### config.mk
export PLATFORM = sky130hd
export DESIGN_NAME = lift_stroke_timer
export DESIGN_NICKNAME = d
export VERILOG_FILES = /design/src/rtl/lift_stroke_timer.sv
export SDC_FILE = /design/constraint.sdc
export NUM_CORES = 1
export LEC_CHECK = 0
export BUFFER_PORTS_ARGS = -buffer_cell sky130_fd_sc_hd__buf_4
export CORE_AREA = 2 2 39 41
export CTS_CLUSTER_DIAMETER = 100
export DETAILED_ROUTE_END_ITERATION = 6
export DIE_AREA = 0 0 41 43
export PLACE_DENSITY_LB_ADDON = 0.12
export REMOVE_ABC_BUFFERS = 1
export SLEW_MARGIN = 20
export SYNTH_ARGS = -nofsm -noshare
export SYNTH_HDL_FRONTEND = slang
export SYNTH_SLANG_ARGS = --single-unit
### constraint.sdc
create_clock -name clk -period 2.3 [get_ports clk]
set_clock_uncertainty 0.1 [all_clocks]
set_input_delay 0.23 -clock clk [delete_from_list [all_inputs] [get_ports clk]]
set_output_delay 0.23 -clock clk [all_outputs]
set_load 0.02 [all_outputs]
### src/rtl/lift_stroke_timer.sv
// Loadable down-counter that saturates at zero; done_o is high while the
// count is zero.
module lift_stroke_timer #(
    parameter int unsigned WIDTH = 7
) (
    input  logic             clk,
    input  logic             rst,
    input  logic             load_i,
    input  logic [WIDTH-1:0] value_i,
    output logic             done_o
);

    logic [WIDTH-1:0] count_q;

    always_ff @(posedge clk or posedge rst) begin
        if (rst) begin
            count_q <= '0;
        end else if (load_i) begin
            count_q <= value_i;
        end else if (count_q != '0) begin
            count_q <= count_q - WIDTH'(1);
        end
    end

    assign done_o = (count_q == '0);

endmodule

==> impl_metrics.ini <==
[die]
ioPinCount = 11
die_x_um = 41
rows = 14
fp.dieArea_sq_mm = 0.00176
core_area_sq_mm = 0.00138
die_h_um = 43
initial_core_util_pct = 33.1

[cts]
htreeDepth = 1
cts_buffers = 3
clk_latency_ns = 0.25
cts_tree = built
cts-root-buf = clkbuf_4
clock_sinks = 7
cts_setup_buffers = 0
clock_path_buffers = 2
path_clk_slew_ns = 0.05

[routing]
avgViaCountPerCell = 5.19
ant_nets = 0
drtIter0Drc = 4
dr.pass1.iters = 6
routed_wl_um = 938
drc = 0
num_vias = 400
wl_per_cell_um = 12.2

[yosys]
avgSynthCellArea_sq_um = 9.74
ys_warn_count = 0
synth_edf_count = 0
synthArstFlopShare_pct = 100
synth_top_cell_by_area = dfrtp_1
yosysUniqueCellTypes = 23
netlist_top_cells_area = dfrtp_1, o31ai_1, ha_1
syn_area_sq_um = 458
synthFlopType = dfrtp_1
synth_seq_cells = 7
seq_area_frac_synth_pct = 38.3
synth_commonest_cells = dfrtp_1, nand2_1, o31ai_1
synthCells = 47
synth_top_area_share_pct = 38.3
yosysMostFrequentCell = dfrtp_1

[timing]
slew_viol_final = 0
period_needed_ns = 1.90
relSlewSlack_pct = 73.1
hold_violations = 0
timing.final.crit_share_pct = 82.7
tightest_slew_ns = 0.400
rsz0062_at_grt = false
tns_ns = 0
setup_viol = 0
max_freq_mhz = 526

[cells_and_area]
syn2layout_area_growth_pct = 27.9
final_cells = 77
nets = 74
n_antenna_cell = 0
largest_reg_flops = 7
fillerInstances = 147
drive_gt1_share_pct = 27.9
regMostFlops = count_q
reg.largest.list = count_q (7)
postLayoutCoreUtil_pct = 42.3

[critical_path]
cp_max_fo = 4
path_depth = 3
crit_arrival_ns = 1.57
required_ns = 1.97
crit_path_end_kind = output port
critPathKind = register to output port
crit_path_max_incr_delay_ns = 0.59
worstSetupStartpointType = register
crit_path_top_delay_cell = or4_4
crit_family = simple AND/OR/NAND/NOR gates
path_buf_inv = 1
path_cells = or4_4, nor2_4, buf_4
reg2reg_depth = 5

[power_and_ir_drop]
ir_drop_mv = 0.200
p_leak_nw = 0.254
p_per_area_mw_per_mm2 = 641
finalPower_mw = 0.376

[placement]
io_buffers = 10
dpl.hpwl_um = 738
dp_cells = 72
gp_congestion = 0.771

[global_route]
grt_pass1_wl_mm = 1.65
grt_max_degree = 16
grt_pass1_vias = 408
antenna_found_initial = 0
track_usage_pct = 14.2
overflow = 0

[worst_hold_path]
worstHoldPathType = input pin to register
min_path_cells = 3

[run_status]
outcome = completed

[run]
cap_violations = 0
-- worst paths after layout --
kind,from,to,slack [ns]
max reg2reg,count_q[0]$_DFFE_PP0P_,count_q[1]$_DFFE_PP0P_,0.72
min,value_i[2],count_q[2]$_DFFE_PP0P_,0.09
max in group asynchronous,rst,count_q[0]$_DFFE_PP0P_,1.49
min reg2reg,count_q[6]$_DFFE_PP0P_,count_q[6]$_DFFE_PP0P_,0.53
min in group asynchronous,rst,count_q[6]$_DFFE_PP0P_,0.38
max,count_q[4]$_DFFE_PP0P_,done_o,0.40
-- report_power, final --
part           internal [mW]  switching (mW)  leakage, nW
sequential             0.141          0.0264       0.0836
clock                 0.0662          0.0449       0.0150
combinational         0.0502          0.0474        0.156
-- cell type report --
| cell class | count | area, sq um | share of cell area (%) |
|---|---|---|---|
| clock buffers | 4 | 26.3 | 4.49 |
| inverters | 4 | 15.0 | 2.56 |
| well taps | 16 | 20.0 | 3.42 |
| flip-flops and latches | 7 | 175 | 29.9 |
| multi-input cells | 35 | 264 | 45.1 |
| repair buffers | 11 | 85.1 | 14.5 |
-- cell families (layout without fill, tap and decap cells) --
family / Yosys count / after routing / share of synthesized area [%]
and+or+nand+nor: 18 / 18 / 26.5
AOI/OAI and AO/OA: 13 / 13 / 21.9
DFF: 7 / 7 / 38.3
buffers and inverters: 5 / 19 / 4.10
adders and majority gates: 2 / 2 / 5.46
xor gates and xnor gates: 2 / 2 / 3.83
-- cells in the final DEF, fill, tap and decap left out, types with 2 or more instances in the layout --
cell       n
clkbuf_4   3
buf_4     10
ha_1       2
o31ai_1    5
nor2b_1    2
xnor2_1    2
nand2_1    5
dfrtp_1    7
nor3_1     3
a21oi_1    2
inv_1      4
nand3_1    2
-- worst register-to-register path, delay by kind of cell (launching register included) --
kind | cells | cell delay [ns]
flip-flops | 1 | 0.41
AO/OA/AOI/OAI | 2 | 0.37
AND/OR/NAND/NOR | 1 | 0.29
adder cells (fa/ha/maj) | 1 | 0.20
buffers and inverters | 1 | 0.13
-- repair_timing --
item                                   in CTS  in global routing
endpoints found under the hold margin       7                  0
hold buffers                                1                  0
gates resized for setup                     0                  0
-- metrics by stage --
stage | hold WS (ns) | instance area, sq um | setup WS, ns
4_1_cts | 0.0753 | 586 | 0.385
6_report | 0.0858 | 586 | 0.399
2_1_floorplan | -0.0666 | 454 | 0.788
3_5_place_dp | 0.101 | 549 | 0.668
3_3_place_gp | 0.0989 | 549 | 0.666
5_1_grt | 0.0906 | 586 | 0.311
-- metal layers --
| layer | share of wire (%) | global-route usage (%) | vias to the layer above |
|---|---|---|---|
| li1 | - | - | 200 |
| met3 | 5.0 | 3.14 | 0 |
| met4 | 0 | 8.00 | 0 |
| met5 | 0 | 0 | - |
| met2 | 50 | 20.9 | 7 |
| met1 | 45 | 18.4 | 193 |
(Power assumes the default switching activity.)
